### src/rtl/mult_div_unit_pkg.sv
// mult_div_unit_pkg: op and state encodings and the default operand width shared by the MDU.
package mult_div_unit_pkg;
    localparam int MDU_WIDTH = 32;
    typedef enum logic [1:0] {
        MDU_OP_MULTU = 2'b00,
        MDU_OP_MULT  = 2'b01,
        MDU_OP_DIVU  = 2'b10,
        MDU_OP_DIV   = 2'b11
    } mdu_op_e;
    typedef enum logic [1:0] {MDU_IDLE, MDU_RUN, MDU_FIX} mdu_state_e;
endpackage

### src/rtl/mult_div_unit_if.sv
// mult_div_unit_if: request/result bundle between the EX stage and the multiply/divide unit.
interface mult_div_unit_if #(parameter int WIDTH = mult_div_unit_pkg::MDU_WIDTH) ();
    logic                       start;
    mult_div_unit_pkg::mdu_op_e op;
    logic [WIDTH-1:0]           src_a;
    logic [WIDTH-1:0]           src_b;
    logic                       busy;
    logic                       done;
    logic [WIDTH-1:0]           hi;
    logic [WIDTH-1:0]           lo;
    modport master (output start, op, src_a, src_b, input busy, done, hi, lo);
    modport slave (input start, op, src_a, src_b, output busy, done, hi, lo);
endinterface

### src/rtl/mult_div_unit_iter_core.sv
// mult_div_unit_iter_core: one shift-add multiply or restoring-divide step per cycle on unsigned magnitudes.
module mult_div_unit_iter_core #(parameter int WIDTH = 32) (
    input  logic               CLK,
    input  logic               RST,
    input  logic               load,
    input  logic               step,
    input  logic               is_div,
    input  logic [WIDTH-1:0]   init_lo,
    input  logic [WIDTH-1:0]   mag_m,
    output logic [2*WIDTH-1:0] acc,
    output logic               last
);
    localparam int CW = $clog2(WIDTH);
    logic [WIDTH-1:0]   m;
    logic [CW-1:0]      cnt;
    logic [WIDTH:0]     sum;
    logic [WIDTH:0]     sh_hi;
    logic [WIDTH-1:0]   diff;
    logic [2*WIDTH-1:0] nxt;
    assign last = cnt == CW'(WIDTH - 1);
    // Multiply shifts right with the adder carry; divide shifts left and keeps the trial subtraction when it fits.
    always_comb begin
        sum   = {1'b0, acc[2*WIDTH-1:WIDTH]} + (acc[0] ? {1'b0, m} : '0);
        sh_hi = acc[2*WIDTH-1:WIDTH-1];
        diff  = sh_hi[WIDTH-1:0] - m;
        nxt   = !is_div ? {sum, acc[WIDTH-1:1]}
              : (sh_hi >= {1'b0, m}) ? {diff, acc[WIDTH-2:0], 1'b1}
              : {sh_hi[WIDTH-1:0], acc[WIDTH-2:0], 1'b0};
    end
    always_ff @(posedge CLK) begin
        if (RST) begin
            acc <= '0;
            m   <= '0;
            cnt <= '0;
        end else if (load) begin
            acc <= {{WIDTH{1'b0}}, init_lo};
            m   <= mag_m;
            cnt <= '0;
        end else if (step) begin
            acc <= nxt;
            cnt <= last ? '0 : cnt + CW'(1);
        end
    end
endmodule

### src/rtl/mult_div_unit.sv
// mult_div_unit: iterative MIPS MULT/MULTU/DIV/DIVU with HI/LO registers.
// Signed MULT/DIV only when MDU_SIGNED_EN is defined; otherwise they run as MULTU/DIVU.
module mult_div_unit
    import mult_div_unit_pkg::*;
#(
    parameter int WIDTH = MDU_WIDTH
) (
    input logic            CLK,
    input logic            RST,
    mult_div_unit_if.slave bus
);
    mdu_state_e         state, state_n;
    logic               is_div, neg_lo, neg_hi, sa, sb, load, last;
    logic [WIDTH-1:0]   mag_a, mag_b, hi_n, lo_n;
    logic [2*WIDTH-1:0] acc;
`ifdef MDU_SIGNED_EN
    assign sa    = bus.op[0] & bus.src_a[WIDTH-1];
    assign sb    = bus.op[0] & bus.src_b[WIDTH-1];
    assign mag_a = sa ? -bus.src_a : bus.src_a;
    assign mag_b = sb ? -bus.src_b : bus.src_b;
`else
    assign sa    = 1'b0;
    assign sb    = 1'b0;
    assign mag_a = bus.src_a;
    assign mag_b = bus.src_b;
`endif
    assign load     = state == MDU_IDLE && bus.start;
    assign bus.busy = state != MDU_IDLE;
    mult_div_unit_iter_core #(.WIDTH(WIDTH)) core (
        .CLK(CLK), .RST(RST), .load(load), .step(state == MDU_RUN), .is_div(is_div),
        .init_lo(bus.op[1] ? mag_a : mag_b), .mag_m(bus.op[1] ? mag_b : mag_a),
        .acc(acc), .last(last)
    );
    always_ff @(posedge CLK) state <= RST ? MDU_IDLE : state_n;
    always_comb begin
        state_n = state == MDU_IDLE ? (bus.start ? MDU_RUN : MDU_IDLE)
                : state == MDU_RUN  ? (last ? MDU_FIX : MDU_RUN)
                : MDU_IDLE;
    end
    // A zero divisor keeps the all-ones quotient unnegated; the product upper half borrows from the lower half.
    always_comb begin
        lo_n = neg_lo ? -acc[WIDTH-1:0] : acc[WIDTH-1:0];
        hi_n = !neg_hi ? acc[2*WIDTH-1:WIDTH]
             : is_div ? -acc[2*WIDTH-1:WIDTH]
             : ~acc[2*WIDTH-1:WIDTH] + WIDTH'(acc[WIDTH-1:0] == '0);
    end
    always_ff @(posedge CLK) begin
        if (RST) begin
            is_div <= 1'b0;
            neg_lo <= 1'b0;
            neg_hi <= 1'b0;
        end else if (load) begin
            is_div <= bus.op[1];
            neg_lo <= (sa ^ sb) && |bus.src_b;
            neg_hi <= bus.op[1] ? sa : (sa ^ sb);
        end
    end
    always_ff @(posedge CLK) begin
        if (RST) begin
            bus.hi   <= '0;
            bus.lo   <= '0;
            bus.done <= 1'b0;
        end else begin
            bus.done <= state == MDU_FIX;
            if (state == MDU_FIX) begin
                bus.hi <= hi_n;
                bus.lo <= lo_n;
            end
        end
    end
endmodule
### src/flat_wrapper.sv
// flat-port wrapper written by rule: the top's interface ports become plain ports
module mult_div_unit_flat import mult_div_unit_pkg::*;
#(
    parameter int WIDTH = MDU_WIDTH
)
  (CLK, RST, bus_start, bus_op, bus_src_a, bus_src_b, bus_busy, bus_done, bus_hi, bus_lo);
  mult_div_unit_if #(.WIDTH(WIDTH)) bus_i ();
  input logic CLK;
  input logic RST;
  input wire logic [$bits(bus_i.start)-1:0] bus_start;
  input wire logic [$bits(bus_i.op)-1:0] bus_op;
  input wire logic [$bits(bus_i.src_a)-1:0] bus_src_a;
  input wire logic [$bits(bus_i.src_b)-1:0] bus_src_b;
  output wire logic [$bits(bus_i.busy)-1:0] bus_busy;
  output wire logic [$bits(bus_i.done)-1:0] bus_done;
  output wire logic [$bits(bus_i.hi)-1:0] bus_hi;
  output wire logic [$bits(bus_i.lo)-1:0] bus_lo;
  assign bus_i.start = bus_start;
  assign bus_i.op = bus_op;
  assign bus_i.src_a = bus_src_a;
  assign bus_i.src_b = bus_src_b;
  assign bus_busy = bus_i.busy;
  assign bus_done = bus_i.done;
  assign bus_hi = bus_i.hi;
  assign bus_lo = bus_i.lo;
  mult_div_unit #(.WIDTH(WIDTH)) u_core (.CLK(CLK), .RST(RST), .bus(bus_i));
endmodule
### config.mk
export PLATFORM = sky130hd
export DESIGN_NAME = mult_div_unit_flat
export DESIGN_NICKNAME = d
export VERILOG_FILES = /design/src/rtl/mult_div_unit_pkg.sv /design/src/rtl/mult_div_unit_if.sv /design/src/rtl/mult_div_unit_iter_core.sv /design/src/rtl/mult_div_unit.sv /design/src/flat_wrapper.sv
export SDC_FILE = /design/constraint.sdc
export NUM_CORES = 1
export LEC_CHECK = 0
export ABC_AREA = 1
export CAP_MARGIN = 25
export CORE_UTILIZATION = 35
export CTS_BUF_LIST = sky130_fd_sc_hd__clkbuf_8
export DETAILED_ROUTE_END_ITERATION = 10
export GPL_TIMING_DRIVEN = 1
export PLACE_DENSITY = 0.54
export SETUP_SLACK_MARGIN = 0.02
export SYNTH_ARGS = -nofsm -noshare
export SYNTH_HDL_FRONTEND = slang
export SYNTH_SLANG_ARGS = --single-unit
### constraint.sdc
create_clock -name CLK -period 2.5 [get_ports CLK]
set_clock_uncertainty 0.1 [all_clocks]
set_input_delay 0.5 -clock CLK [delete_from_list [all_inputs] [get_ports CLK]]
set_output_delay 0.5 -clock CLK [all_outputs]
set_load 0.05 [all_outputs]
==> summary.txt <==
Status
  – Outcome: finished clean

Global routing
  – First-pass GRT wire length: 75900 um
  – Number of global-route vias before repair: 13600
  – Tot GR Track Use: 0.270
  – GRT overflow: 0
  – Met3 usage: 0.0280
  – Met2 usage in global routing: 0.439
  – Initial antenna violation count: 0
  – Pin count of the biggest net entering global routing: 109
  – Most used routing layer: met2
  – M1 GR Usage: 0.374

Routing
  – Antenna-violating nets left: 0
  – Routed WL per cell: 17.7 um
  – DRC violations left: 0
  – Drt via density: 5.06
  – Routed wire length: 50300 um
  – First drt pass iteration count: 8
  – Initial drt markers: 891
  – Vias post-DR: 14400

Floorplanning
  – Core Region: 0.0357 mm2
  – # IOs: 135
  – Num rows: 69
  – Die width: 193 um
  – Initial core utilization: 0.357
  – Chip height: 193 um
  – Total Die Area: 0.0372 mm2

Logic synthesis
  – Synthesized area: 0.0127 mm2
  – Sequential area share after synthesis: 0.265
  – Syn nets: 2246
  – XOR/XNOR Fraction of Synth Area: 0.00962
  – Synthesized instance count: 2109
  – Number of synthesized flops with an enable pin: 0
  – Post-synthesis simple-gate area fraction: 0.308
  – Commonest cells post-synth: nand2_1 (512), inv_1 (343), a21oi_1 (231)
  – Synth top area share: 0.265
  – Mux cell area share after synthesis: 0.000884
  – Average cell area after synthesis: 6.04 um2
  – Main combinational cell family by area after synthesis: simple AND/OR/NAND/NOR gates
  – Post-synth top area cell: dfxtp_1
  – Ys Warns: 0
  – Main synth FF type: dfxtp_1
  – Synth unique cells: 43
  – Synth Area in Adders: 0.0679
  – Post-synthesis sequential element count: 169
  – Most frequent cell after synthesis: nand2_1
  – Async S/R FF share, synth: 0
  – Synth Area in Compound Gates: 0.215
  – Synth area leaders: dfxtp_1 (27%), nand2_1 (15%), inv_1 (10%)

Flow run
  – MaxCap Viol Count: 0

Placement
  – Detail Placement HPWL: 39100 um
  – Place WS: -148 ps
  – GP Congestion: 0.965
  – Buffers on Ports: 133

Layout
  – Syn-to-layout area delta: 39.8%
  – Proportion of layout cells with a drive suffix above 1: 0.239
  – FF+latch area: 0.00346 mm2
  – Area occupied by multi-input gates: 0.00892 mm2
  – Post-Route Utilization: 0.499
  – Nets: 2516
  – Number of diodes: 0
  – FILL cells: 3725

Timing
  – Final setup margin: 33.6 ps
  – Period minus WS final: 2470 ps
  – RSZ-0062 raised after global routing: true
  – Hold Fails Final Rpt: 0
  – Tightest hold margin: 378 ps
  – Setup Viol. Count Final: 0
  – Worst-margin pin slew: 689 ps
  – Final Cycle Share: 0.987
  – Relative slew margins: 0.540
  – Max frequency: 0.405 GHz
  – Pins over their slew limit: 0

Clock network
  – Cts bufs inserted: 17
  – Clk Latency, worst-skew pair: 490 ps
  – H-tree levels: 4
  – Clk slew on worst S/H paths: 90 ps
  – Clock root buffer: clkbuf_8
  – Clock Tree Buf Depth: 2
  – # clock sinks: 169
  – CTS tree: done

Worst setup path
  – Max FO, Critical Path: 8
  – CP required: 2790 ps
  – Startpoint types: flop
  – CP Capture Type: flop
  – Arr. time, crit path: 2750 ps
  – Setup Crit Path Kind: reg2reg

Power
  – VDD IR max: 0.000285 V
  – Power Density: 471 mW/mm2
  – Leakage power: 8.47 nW

Worst hold path
  – Hold Crit Class: reg2reg
[final timing paths]
kind | startpoint | end | slack, ps | depth (start not counted)
worst max-delay path | u_core.core.acc[0] | u_core.core.acc[61] | 30 | 18
worst min-delay path | u_core.core.cnt[4] | u_core.core.cnt[4] | 380 | 2
worst min register to register | u_core.core.cnt[4] | u_core.core.cnt[4] | 380 | 2
worst max register to register | u_core.core.acc[0] | u_core.core.acc[61] | 30 | 18
[layout by cell type, fill, tap and decap left out, types with 5 or more instances in the layout]
| cell | n |
|---|---|
| dfxtp_2 | 27 |
| nand3_2 | 36 |
| nor2_4 | 23 |
| nand2_1 | 450 |
| o21ai_0 | 186 |
| ha_2 | 6 |
| xor2_1 | 5 |
| a31oi_1 | 9 |
| buf_4 | 190 |
| dfxtp_4 | 12 |
| xnor2_1 | 7 |
| o211ai_1 | 11 |
| nor2_2 | 17 |
| inv_1 | 322 |
| clkdlybuf4s50_1 | 131 |
| clkbuf_8 | 17 |
| nand2_4 | 12 |
| nand4_1 | 28 |
| ha_1 | 15 |
| inv_6 | 5 |
| nand3_1 | 91 |
| nand2_2 | 68 |
| nor3_1 | 8 |
| o21ai_1 | 10 |
| ha_4 | 45 |
| nor2_1 | 154 |
| a221oi_1 | 19 |
| dfxtp_1 | 130 |
| or2_2 | 7 |
| inv_2 | 23 |
| a21oi_1 | 209 |
| nand3b_1 | 7 |
| a211oi_1 | 12 |
| a21oi_2 | 29 |
| buf_12 | 15 |
[critical path, cell delays in order, from the launching register on]
cell and delay, ps:
dfxtp_4 400, clkbuf_16 180, nand2_4 60, inv_2 40, ha_4 160, fa_2 420, nand2_4 100, nand3_4 70
nand3_2 70, nand2_2 80, nand3_2 70, nand2_2 60, buf_6 140, nand2_4 70, nand3_2 70, nand3_1 80
nand3_1 70, nand2_1 100, inv_1 40
[per-layer routing]
metal  part of all wire  up-vias  wire, um
met2               0.46      344     23200
met5                  0        -         0
met3              0.045       49      2270
met1               0.47     6673     23700
li1                   -     7368         -
met4              0.024        0      1190
[where the power goes]
group          total [mW]  switching [mW]  internal, mW  leakage (nW)
clock network        1.96            1.16         0.803         0.178
logic                3.44            1.96          1.48          6.90
registers            3.00           0.166          2.83          1.40
total                8.40            3.28          5.11          8.47
[metrics by stage]
stage	TNS (ps)	total power [mW]	instances	instance area, um2
finish	0	8.40	2852	17800
global route	-1290	8.87	2852	17800
CTS	0	8.07	2839	16600
detailed placement	-1540	6.04	2808	15900
global placement	-1180	6.03	2808	15900
floorplan	0	4.70	2109	12800
[cell type report]
cell class,count,area share
Sequential cell,169,0.194
Inverter,348,0.0738
Multi-Input combinational cell,1499,0.501
Clock buffer,17,0.0131
Tap cell,461,0.0324
Timing Repair Buffer,344,0.178
Clock inverter,14,0.00773
[state kept, by name, indices dropped and copies added, names as in the netlist]
signal and cells:
u_core.bus.done 1, u_core.bus.hi 32, u_core.bus.lo 32, u_core.core.acc 64, u_core.core.cnt 5, u_core.core.m 32, u_core.is_div 1, u_core.state 2
[cells by family (layout without fill, tap and decap cells)]
family	after synthesis	count (layout)
buffers and inverters	441	723
adders and majority gates	68	68
DFF	169	169
xor gates and xnor gates	14	14
AOI/OAI and AO/OA	503	503
muxes	1	1
and+or+nand+nor	913	913
[repair_timing]
action	in CTS	in global routing
resized for setup	75	263
pin swaps	5	53
setup buffers	0	10
hold buffers	0	0
cloned	0	3
setup endpoints to repair	32	33
(Power assumes the default switching activity.)
